--- src/rtl/bullet_sprite_renderer_pkg.sv ---
// Shared definitions for the bullet sprite renderer: screen geometry,
// palette constants and the renderer state encoding.
package bullet_sprite_renderer_pkg;

  localparam int SCREEN_WIDTH  = 160;
  localparam int SCREEN_HEIGHT = 120;

  localparam logic [2:0] COL_BLACK = 3'b000;
  localparam logic [2:0] COL_BLUE  = 3'b001;
  localparam logic [2:0] COL_WHITE = 3'b111;

  typedef enum logic [2:0] {
    ST_IDLE,
    ST_REQ,
    ST_ERASE,
    ST_DRAW,
    ST_DONE
  } render_state_t;

endpackage

--- src/rtl/bullet_sprite_renderer_if.sv ---
// Plot-port bundle between a drawer and the draw-side arbiter / VGA adapter.
interface bullet_sprite_renderer_if;

  logic       draw_req;
  logic       draw_grant;
  logic [7:0] vga_x;
  logic [6:0] vga_y;
  logic [2:0] vga_colour;
  logic       vga_plot;

  modport master (
    output draw_req,
    output vga_x,
    output vga_y,
    output vga_colour,
    output vga_plot,
    input  draw_grant
  );

  modport slave (
    input  draw_req,
    input  vga_x,
    input  vga_y,
    input  vga_colour,
    input  vga_plot,
    output draw_grant
  );

endinterface

--- src/rtl/bullet_sprite_renderer_rect_scanner.sv ---
// Row-major walk over a SPRITE_W x SPRITE_H rectangle anchored at base_x/base_y;
// steps one pixel per advance and wraps back to the origin after the last one.
module rect_scanner #(
  parameter int SPRITE_W      = 8,
  parameter int SPRITE_H      = 3,
  parameter int SCREEN_WIDTH  = 160,
  parameter int SCREEN_HEIGHT = 120
) (
  input  logic       CLOCK_50,
  input  logic       resetn,
  input  logic       start,
  input  logic       advance,
  input  logic [7:0] base_x,
  input  logic [6:0] base_y,
  output logic [8:0] px,
  output logic [7:0] py,
  output logic       in_bounds,
  output logic       last
);

  localparam int CXW = (SPRITE_W > 1) ? $clog2(SPRITE_W) : 1;
  localparam int CYW = (SPRITE_H > 1) ? $clog2(SPRITE_H) : 1;

  logic [CXW-1:0] cx_reg;
  logic [CYW-1:0] cy_reg;
  logic           last_col;

  assign last_col  = (cx_reg == CXW'(SPRITE_W - 1));
  assign last      = last_col && (cy_reg == CYW'(SPRITE_H - 1));

  // Sums are one bit wider than the screen coordinates so off-screen pixels are detectable.
  assign px        = {1'b0, base_x} + 9'(cx_reg);
  assign py        = {1'b0, base_y} + 8'(cy_reg);
  assign in_bounds = (px < 9'(SCREEN_WIDTH)) && (py < 8'(SCREEN_HEIGHT));

  always_ff @(posedge CLOCK_50 or negedge resetn) begin
    if (!resetn) begin
      cx_reg <= '0;
      cy_reg <= '0;
    end else if (start) begin
      cx_reg <= '0;
      cy_reg <= '0;
    end else if (advance) begin
      if (last_col) begin
        cx_reg <= '0;
        cy_reg <= last ? '0 : cy_reg + CYW'(1);
      end else begin
        cx_reg <= cx_reg + CXW'(1);
      end
    end
  end

endmodule

--- src/rtl/bullet_sprite_renderer.sv ---
// Redraws one bullet sprite whenever its position or visibility changes:
// erase the old rectangle, draw the new one, one pixel per granted cycle.
module bullet_sprite_renderer #(
  parameter int         SPRITE_W      = 8,
  parameter int         SPRITE_H      = 3,
  parameter int         SCREEN_WIDTH  = bullet_sprite_renderer_pkg::SCREEN_WIDTH,
  parameter int         SCREEN_HEIGHT = bullet_sprite_renderer_pkg::SCREEN_HEIGHT,
  parameter logic [2:0] ERASE_COLOR   = bullet_sprite_renderer_pkg::COL_BLACK
) (
  input  logic                            CLOCK_50,
  input  logic                            resetn,
  input  logic                            enable,
  input  logic [7:0]                      bullet_x,
  input  logic [6:0]                      bullet_y,
  input  logic                            bullet_active,
  input  logic [2:0]                      bullet_color,
  output logic                            busy,
  output logic                            frame_done,
  bullet_sprite_renderer_if.master        draw_bus
);

  import bullet_sprite_renderer_pkg::*;

  render_state_t state_reg, state_next;

  logic [7:0] shown_x_reg, tgt_x_reg;
  logic [6:0] shown_y_reg, tgt_y_reg;
  logic       shown_valid_reg, tgt_valid_reg;
  logic [2:0] tgt_col_reg;

  logic       draw_req_reg, draw_req_next;
  logic       plot_reg, plot_next;
  logic       frame_done_reg, frame_done_next;
  logic       busy_reg;
  logic [7:0] x_reg;
  logic [6:0] y_reg;
  logic [2:0] colour_reg, pix_colour;

  logic       change, latch_tgt, commit, scan_start, scan_advance;
  logic [8:0] px;
  logic [7:0] py;
  logic       in_bounds, scan_last;

  // Colour alone never triggers a redraw; only position or visibility do.
  assign change = (bullet_active != shown_valid_reg) ||
                  (bullet_active && ((bullet_x != shown_x_reg) || (bullet_y != shown_y_reg)));

  assign pix_colour = (state_reg == ST_ERASE) ? ERASE_COLOR : tgt_col_reg;

  rect_scanner #(
    .SPRITE_W      (SPRITE_W),
    .SPRITE_H      (SPRITE_H),
    .SCREEN_WIDTH  (SCREEN_WIDTH),
    .SCREEN_HEIGHT (SCREEN_HEIGHT)
  ) u_scan (
    .CLOCK_50  (CLOCK_50),
    .resetn    (resetn),
    .start     (scan_start),
    .advance   (scan_advance),
    .base_x    ((state_reg == ST_ERASE) ? shown_x_reg : tgt_x_reg),
    .base_y    ((state_reg == ST_ERASE) ? shown_y_reg : tgt_y_reg),
    .px        (px),
    .py        (py),
    .in_bounds (in_bounds),
    .last      (scan_last)
  );

  always_comb begin
    state_next      = state_reg;
    latch_tgt       = 1'b0;
    commit          = 1'b0;
    scan_start      = 1'b0;
    scan_advance    = 1'b0;
    draw_req_next   = draw_req_reg;
    plot_next       = 1'b0;
    frame_done_next = 1'b0;
    case (state_reg)
      ST_IDLE: begin
        if (enable && change) begin
          latch_tgt     = 1'b1;
          draw_req_next = 1'b1;
          state_next    = ST_REQ;
        end
      end
      ST_REQ: begin
        scan_start = 1'b1;
        if (draw_bus.draw_grant) begin
          if (shown_valid_reg)    state_next = ST_ERASE;
          else if (tgt_valid_reg) state_next = ST_DRAW;
          else                    state_next = ST_DONE;
        end
      end
      ST_ERASE, ST_DRAW: begin
        // Without a grant the scanner holds, so the same pixel is retried next cycle.
        if (draw_bus.draw_grant) begin
          scan_advance = 1'b1;
          plot_next    = in_bounds && !px[8] && !py[7];
          if (scan_last) begin
            if (state_reg == ST_ERASE && tgt_valid_reg) state_next = ST_DRAW;
            else                                        state_next = ST_DONE;
          end
        end
      end
      ST_DONE: begin
        commit          = 1'b1;
        draw_req_next   = 1'b0;
        frame_done_next = 1'b1;
        state_next      = ST_IDLE;
      end
      default: state_next = ST_IDLE;
    endcase
  end

  always_ff @(posedge CLOCK_50 or negedge resetn) begin
    if (!resetn) begin
      state_reg       <= ST_IDLE;
      shown_x_reg     <= '0;
      shown_y_reg     <= '0;
      shown_valid_reg <= 1'b0;
      tgt_x_reg       <= '0;
      tgt_y_reg       <= '0;
      tgt_valid_reg   <= 1'b0;
      tgt_col_reg     <= '0;
      draw_req_reg    <= 1'b0;
      plot_reg        <= 1'b0;
      frame_done_reg  <= 1'b0;
      busy_reg        <= 1'b0;
      x_reg           <= '0;
      y_reg           <= '0;
      colour_reg      <= '0;
    end else begin
      state_reg      <= state_next;
      draw_req_reg   <= draw_req_next;
      plot_reg       <= plot_next;
      frame_done_reg <= frame_done_next;
      busy_reg       <= (state_next != ST_IDLE);
      if (latch_tgt) begin
        tgt_x_reg     <= bullet_x;
        tgt_y_reg     <= bullet_y;
        tgt_valid_reg <= bullet_active;
        tgt_col_reg   <= bullet_color;
      end
      if (scan_advance) begin
        x_reg      <= px[7:0];
        y_reg      <= py[6:0];
        colour_reg <= pix_colour;
      end
      if (commit) begin
        shown_x_reg     <= tgt_x_reg;
        shown_y_reg     <= tgt_y_reg;
        shown_valid_reg <= tgt_valid_reg;
      end
    end
  end

  assign draw_bus.draw_req   = draw_req_reg;
  assign draw_bus.vga_x      = x_reg;
  assign draw_bus.vga_y      = y_reg;
  assign draw_bus.vga_colour = colour_reg;
  assign draw_bus.vga_plot   = plot_reg;
  assign busy                = busy_reg;
  assign frame_done          = frame_done_reg;

endmodule

--- src/flat_wrapper.sv ---
// flat-port wrapper written by rule: the top's interface ports become plain ports
module bullet_sprite_renderer_flat import bullet_sprite_renderer_pkg::*;
#(
  parameter int         SPRITE_W      = 8,
  parameter int         SPRITE_H      = 3,
  parameter int         SCREEN_WIDTH  = bullet_sprite_renderer_pkg::SCREEN_WIDTH,
  parameter int         SCREEN_HEIGHT = bullet_sprite_renderer_pkg::SCREEN_HEIGHT,
  parameter logic [2:0] ERASE_COLOR   = bullet_sprite_renderer_pkg::COL_BLACK
)
  (CLOCK_50, resetn, enable, bullet_x, bullet_y, bullet_active, bullet_color, busy, frame_done, draw_bus_draw_req, draw_bus_vga_x, draw_bus_vga_y, draw_bus_vga_colour, draw_bus_vga_plot, draw_bus_draw_grant);
  bullet_sprite_renderer_if draw_bus_i ();
  input  logic CLOCK_50;
  input  logic resetn;
  input  logic enable;
  input  logic [7:0] bullet_x;
  input  logic [6:0] bullet_y;
  input  logic bullet_active;
  input  logic [2:0] bullet_color;
  output logic busy;
  output logic frame_done;
  output wire logic [$bits(draw_bus_i.draw_req)-1:0] draw_bus_draw_req;
  output wire logic [$bits(draw_bus_i.vga_x)-1:0] draw_bus_vga_x;
  output wire logic [$bits(draw_bus_i.vga_y)-1:0] draw_bus_vga_y;
  output wire logic [$bits(draw_bus_i.vga_colour)-1:0] draw_bus_vga_colour;
  output wire logic [$bits(draw_bus_i.vga_plot)-1:0] draw_bus_vga_plot;
  input wire logic [$bits(draw_bus_i.draw_grant)-1:0] draw_bus_draw_grant;
  assign draw_bus_draw_req = draw_bus_i.draw_req;
  assign draw_bus_vga_x = draw_bus_i.vga_x;
  assign draw_bus_vga_y = draw_bus_i.vga_y;
  assign draw_bus_vga_colour = draw_bus_i.vga_colour;
  assign draw_bus_vga_plot = draw_bus_i.vga_plot;
  assign draw_bus_i.draw_grant = draw_bus_draw_grant;
  bullet_sprite_renderer #(.SPRITE_W(SPRITE_W), .SPRITE_H(SPRITE_H), .SCREEN_WIDTH(SCREEN_WIDTH), .SCREEN_HEIGHT(SCREEN_HEIGHT), .ERASE_COLOR(ERASE_COLOR)) u_core (.CLOCK_50(CLOCK_50), .resetn(resetn), .enable(enable), .bullet_x(bullet_x), .bullet_y(bullet_y), .bullet_active(bullet_active), .bullet_color(bullet_color), .busy(busy), .frame_done(frame_done), .draw_bus(draw_bus_i));
endmodule
--- config.mk ---
export PLATFORM = sky130hd
export DESIGN_NAME = bullet_sprite_renderer_flat
export DESIGN_NICKNAME = d
export VERILOG_FILES = /design/src/rtl/bullet_sprite_renderer_pkg.sv /design/src/rtl/bullet_sprite_renderer_if.sv /design/src/rtl/bullet_sprite_renderer_rect_scanner.sv /design/src/rtl/bullet_sprite_renderer.sv /design/src/flat_wrapper.sv
export SDC_FILE = /design/constraint.sdc
export NUM_CORES = 1
export LEC_CHECK = 0
export CAP_MARGIN = 15
export CORE_ASPECT_RATIO = 1.2
export CORE_UTILIZATION = 50
export CTS_BUF_LIST = sky130_fd_sc_hd__clkbuf_4 sky130_fd_sc_hd__clkbuf_8 sky130_fd_sc_hd__clkbuf_16
export DETAILED_ROUTE_END_ITERATION = 8
export PLACE_DENSITY = 0.74
export SLEW_MARGIN = 10
export SYNTH_ARGS = -nofsm -noshare
export SYNTH_HDL_FRONTEND = slang
export SYNTH_SLANG_ARGS = --single-unit
--- constraint.sdc ---
create_clock -name CLOCK_50 -period 3.6 [get_ports CLOCK_50]
set_input_delay 0.72 -clock CLOCK_50 [delete_from_list [all_inputs] [get_ports CLOCK_50]]
set_output_delay 0.72 -clock CLOCK_50 [all_outputs]
set_load 0.01 [all_outputs]
## After elaboration in Yosys (flattened, before gate mapping)

Cells that the tools add are included.

| storage, ports and cells | value |
|---|---|
| output and inout port bits | 22 |
| input port bits | 23 |
| bits in registers | 65 |
| word-level logic and storage cells | 80 |

| operators by class | value |
|---|---|
| add/subtract/negate cells | 4 |
| $lt $le $gt $ge | 2 |
| reduce and logical (&&, ||, !) cells | 19 |
| mux-type cells | 28 |
| equality and inequality tests | 10 |

Operators by type and width:

| kind | count |
|---|---|
| two-way mux 3 bit | 11 |
| adder 8 x 3 -> 9 bit | 1 |
| less-than comparator 9 x 8 -> 1 bit (second input constant) | 1 |
| two-way mux 1 bit | 9 |
| one-hot mux 3 bit (3 select lines) | 1 |
| adder 7 x 2 -> 8 bit | 1 |
| less-than comparator 8 x 7 -> 1 bit (second input constant) | 1 |
| two-way mux 2 bit | 4 |
| two-way mux 8 bit | 1 |
| inequality test 8 bit | 1 |
| logical AND 1 bit | 7 |
| two-way mux 7 bit | 1 |
| inequality test 7 bit | 1 |
| == test 3 x 2 -> 1 bit (second input constant) | 2 |
| == test 3 bit (second input constant) | 2 |
| nonzero test 2 bit | 3 |
| AND reduction 2 bit | 2 |
| adder 3 x 1 -> 3 bit (second input constant) | 1 |
| == test 3 x 1 -> 1 bit (second input constant) | 1 |
| logical NOT 3 bit | 1 |
| nonzero test 3 bit | 1 |
| adder 2 x 1 -> 2 bit (second input constant) | 1 |
| == test 2 bit (second input constant) | 1 |
| logical NOT 1 bit | 2 |
| 5 further kinds | 6 |

## Logic depth before layout (Yosys ltp)

| logic depth | value |
|---|---|
| depth after elaboration | 9 |
| depth in mapped cells | 14 |
| gate-level depth less buffers | 12 |

## By module

Synthesis repeated with hierarchy kept, for this count alone.

| unflattened totals | value |
|---|---|
| cells, all modules | 300 |
| area, all modules | 3350.7 µm² |

By module, submodules not included:

| module | seq. area each (µm²) | area an instance (µm²) | cells an instance | times used |
|---|---|---|---|---|
| bullet_sprite_renderer | 1501.4 | 2686.3 | 224 | 1 |
| rect_scanner | 125.1 | 664.4 | 76 | 1 |

## Worst setup path after synthesis

OpenSTA, ideal clock, no wires.

| timing path | value |
|---|---|
| kind | register to register |
| start point | reg u_core.state_reg[2] |
| end point | reg u_core.plot_reg, in the netlist u_core.draw_bus.vga_plot |
| data required time | 3.475 ns |
| library setup time | 0.125 ns |
| path buffers | 2 |
| stages on the path, launching flop included | 13 |
| path slack | 0.898 ns |
| arrival time | 2.578 ns |
| period minus slack after synthesis | 2.702 ns |
| cell sequence | dfrtp_1 > or3b_4 > buf_6 > buf_6 > nand2_1 > nand2_1 > ha_1 > a21o_1 > a21oi_1 > a21oi_1 > or3_1 > a21oi_1 > nor4_2 |

| between the ends | value |
|---|---|
| longest elaborated chain between the ends | 9 |

Ends and longest elaborated chain:

| item | RTL line | text |
|---|---|---|
| start, declared | bullet_sprite_renderer.sv:24 | `render_state_t state_reg, state_next;` |
| start signal, assigned | bullet_sprite_renderer.sv:132 | `state_reg <= state_next;` |
| == test 3 x 2 -> 1 bit | bullet_sprite_renderer.sv:60, bullet_sprite_renderer.sv:61, bullet_sprite_renderer.sv:77 |  |
| two-way mux 8 bit or two-way mux 7 bit (tied branches) | bullet_sprite_renderer.sv:60, bullet_sprite_renderer.sv:61 |  |
| adder 8 x 3 -> 9 bit or adder 7 x 2 -> 8 bit (tied branches) | bullet_sprite_renderer_rect_scanner.sv:32, bullet_sprite_renderer_rect_scanner.sv:33 |  |
| less-than comparator 9 x 8 -> 1 bit or less-than comparator 8 x 7 -> 1 bit (tied branches) | bullet_sprite_renderer_rect_scanner.sv:34 | `assign in_bounds = (px < 9'(SCREEN_WIDTH)) && (py < 8'(SCREEN_HEIGHT));` |
| logical AND 1 bit | bullet_sprite_renderer_rect_scanner.sv:34 |  |
| logical AND 1 bit (2 in a row) | bullet_sprite_renderer.sv:97 | `plot_next = in_bounds && !px[8] && !py[7];` |
| two-way mux 1 bit | bullet_sprite_renderer.sv:95 | `if (draw_bus.draw_grant) begin` |
| two-way mux 1 bit * | bullet_sprite_renderer.sv:77 | `case (state_reg)` |
| net u_core.plot_next | bullet_sprite_renderer.sv:32 | `logic plot_reg, plot_next;` |
| end signal, assigned | bullet_sprite_renderer.sv:134 | `plot_reg <= plot_next;` |
| end, declared | bullet_sprite_renderer.sv:32 |  |

Mark *: on every way through the listed nets, which the timed path passes. The rest lies on a longest branch.
A chain may end at the register's enable or synchronous reset.

## Worst setup path after layout

| timing path | value |
|---|---|
| start point | reg u_core.state_reg[0] |
| end point | reg u_core.plot_reg, in the netlist u_core.draw_bus.vga_plot |

The elaborated chain is that of the path after synthesis.

==> metrics.cfg <==
[synthesis]
synthAdderAreaFrac_pct=3.77
synth_cells=316
synth_top_family_by_area=simple AND/OR/NAND/NOR gates
yosysUniqueCellTypes=41
ys_seq_area_share_pct=48.0
ys.flop_type=dfrtp_1
syn_nets=348
synth-simple-area-share_pct=15.8
synth-edff-count=0
yosys_warnings=0
synth_xor_area_share_pct=7.76
synth_area_per_cell_um2=10.7
synthMuxAreaShare_pct=14.3
ys_ff_latch=65
synthesis.area_um2=3390
synth_compound_area_share_pct=7.50
async_flop_share_pct=100

[final_layout]
layout_common_cells=dfrtp_1, nand2_1, clkdlybuf4s50_1
instances_no_fill=454
fillers=571
nets=396
antenna_cells=0
layout_commonest_cell=dfrtp_1
layout-drive-gt1-share_pct=17.1
area_delta_synth_final_pct=20.0

[sta]
fmax_mhz=347
finalCritPeriodShare_pct=80.0
tns_ns=0
max_slew_margin_pct=30.2
finClkSkew_ns=0.00713
drv_slew=0
tightest_slew_ns=1.05
fin_crit_ns=2.88
hold_violations=0
finalSetupViolations=0
grt_setup_unrepaired=false

[global_route]
met1_usage_pct=28.1
grt_pass1_wl_um=12100
grtUsageTotal_pct=21.8
antenna_found_initial=0
overflow=0
grt_max_degree=48
first_global_vias=2557
met2_usage_pct=34.0
use_met3_pct=3.88
top_usage_layer=met2

[clock_tree]
cts_root_buffer=clkbuf_8
clock_latency_ns=0.34
clock_tree.buffer_depth=2
cts_buffers=9
htree_levels=3
path_clk_slew_ns=0.07
cts_resized=0
cts.sink_count=65
cts_tree=yes
post_cts_buffers=0
cts_hold_buf=0

[route]
wire_per_inst_um=15.1
first_pass_iters=4
vias_per_cell=5.50
drc=0
postRouteAntennaNets=0
drt_iter0_markers=93
drt_wl_total_um=6850
dr_total_vias=2495

[setup_path]
critical_path_class=reg -> reg
crit_required_ns=3.82
cp_data_arrival_time_ns=3.10
rrSetupSlack_ns=0.72
startpoint=u_core.state_reg[0]
cp-end-kind=flip-flop
cp-endpoint=u_core.draw_bus.vga_plot
reg2reg_depth=10
cp-start-kind=flip-flop
r2r_end=u_core.draw_bus.vga_plot
rr_startpoint=u_core.state_reg[0]
crit_fanout=21

[placement]
hpwl_um=5030
place_inst=438
io_buffers=44
gp_congestion=0.844

[die]
start_util_pct=52.2
core_um2=6490
die_h_um=92.2
die-area_um2=7110
rows=32
io_pins=45
fp.dieW_um=77.1

[pwr]
ir_drop_v=0.000346
cellPowerDensity_nw_per_um2=658
leakage_nw=1.89

[worst_hold_path]
min_path_type=reg -> reg

[run]
drv_cap=0

[run_status]
status=completed

-- report_power, final --
group | internal [W] | switching, W | total (W)
clock | 0.000252 | 0.000270 | 0.000522
sequential | 0.000956 | 0.000216 | 0.00117
combinational | 0.000510 | 0.000469 | 0.000979
-- cells in the mapped netlist (2+ instances only) --
| cell | number | share of area (%) |
|---|---|---|
| nor3b_1 | 3 | 0.66 |
| mux2i_1 | 9 | 2.7 |
| a21oi_1 | 10 | 1.5 |
| xnor2_1 | 5 | 1.3 |
| inv_1 | 6 | 0.66 |
| a21o_1 | 3 | 0.66 |
| mux2_2 | 35 | 12 |
| fa_1 | 2 | 1.2 |
| ha_1 | 7 | 2.6 |
| a22o_1 | 2 | 0.52 |
| and3_1 | 2 | 0.37 |
| nand3_1 | 9 | 1.3 |
| nand4_1 | 6 | 1.1 |
| buf_6 | 3 | 1.0 |
| dfrtp_1 | 65 | 48 |
| o22ai_1 | 2 | 0.37 |
| xor2_1 | 25 | 6.5 |
| or3_1 | 2 | 0.37 |
| o21ai_0 | 13 | 1.9 |
| and4_1 | 3 | 0.78 |
| nor2_1 | 10 | 1.1 |
| o21ai_1 | 2 | 0.30 |
| nor4_1 | 4 | 0.74 |
| a31oi_1 | 2 | 0.37 |
| o211ai_1 | 5 | 1.1 |
| nand2_1 | 57 | 6.3 |
| buf_2 | 5 | 0.74 |
| clkbuf_1 | 4 | 0.44 |
| nor3_1 | 3 | 0.44 |
-- cell type report --
class,count,area [µm²],share of cell area [%]
multi-input combinational,233,1670,41.1
sequential,65,1630,40.0
timing repair buffer,49,473,11.6
clock buffer,10,131,3.23
tap,85,106,2.62
clock inverter,6,35.0,0.862
inverter,6,22.5,0.554
-- metal layers --
layer,part of all wire (%),vias to the layer above
li1,-,1208
met1,43,1205
met2,50,66
met3,4.1,16
met4,2.9,0
met5,0,-
-- kinds of logic (layout without fill, tap and decap cells) --
family | after synthesis | count (layout)
buffers and inverters | 18 | 71
muxes | 44 | 44
and+or+nand+nor | 108 | 108
xor gates and xnor gates | 30 | 30
AOI/OAI and AO/OA | 42 | 42
adders and majority gates | 9 | 9
DFF | 65 | 65
-- how the worst min path moves through the flow --
stage | startpoint | to | slack, ns | depth (start not counted)
5_1_grt | u_core.draw_bus.vga_colour[2] | u_core.draw_bus.vga_colour[2] | 0.50 | 2
3_3_place_gp | u_core.draw_bus.vga_colour[0] | u_core.draw_bus.vga_colour[0] | 0.45 | 2
3_5_place_dp | u_core.draw_bus.vga_colour[2] | u_core.draw_bus.vga_colour[2] | 0.46 | 2
6_report | u_core.draw_bus.vga_colour[2] | u_core.draw_bus.vga_colour[2] | 0.47 | 2
4_1_cts | u_core.draw_bus.vga_colour[2] | u_core.draw_bus.vga_colour[2] | 0.47 | 2
2_1_floorplan | resetn | u_core.busy | 0.42 | 0
-- metrics by stage --
stage | total power [W] | instance area, µm² | hold slack (ns) | utilization (%) | setup WS [ns]
2_1_floorplan | 0.00180 | 3390 | 0.424 | - | 0.898
3_3_place_gp | 0.00214 | 3900 | 0.449 | 60.1 | 0.515
3_5_place_dp | 0.00217 | 3900 | 0.455 | 60.1 | 0.496
4_1_cts | 0.00270 | 4060 | 0.472 | 62.7 | 0.739
5_1_grt | 0.00287 | 4060 | 0.501 | 62.7 | 0.551
6_report | 0.00267 | 4060 | 0.466 | 62.7 | 0.722
-- worst max-delay path: stages, from the launching register on --
cell,delay (ns)
dfrtp_1,0.51
or3b_4,0.59
nand2_1,0.11
nand2_1,0.08
ha_1,0.27
a21o_1,0.17
a21oi_1,0.26
a21oi_1,0.12
or3_1,0.38
a21oi_1,0.18
nor4_2,0.07
No activity file was read; power rests on OpenSTA's default activity.
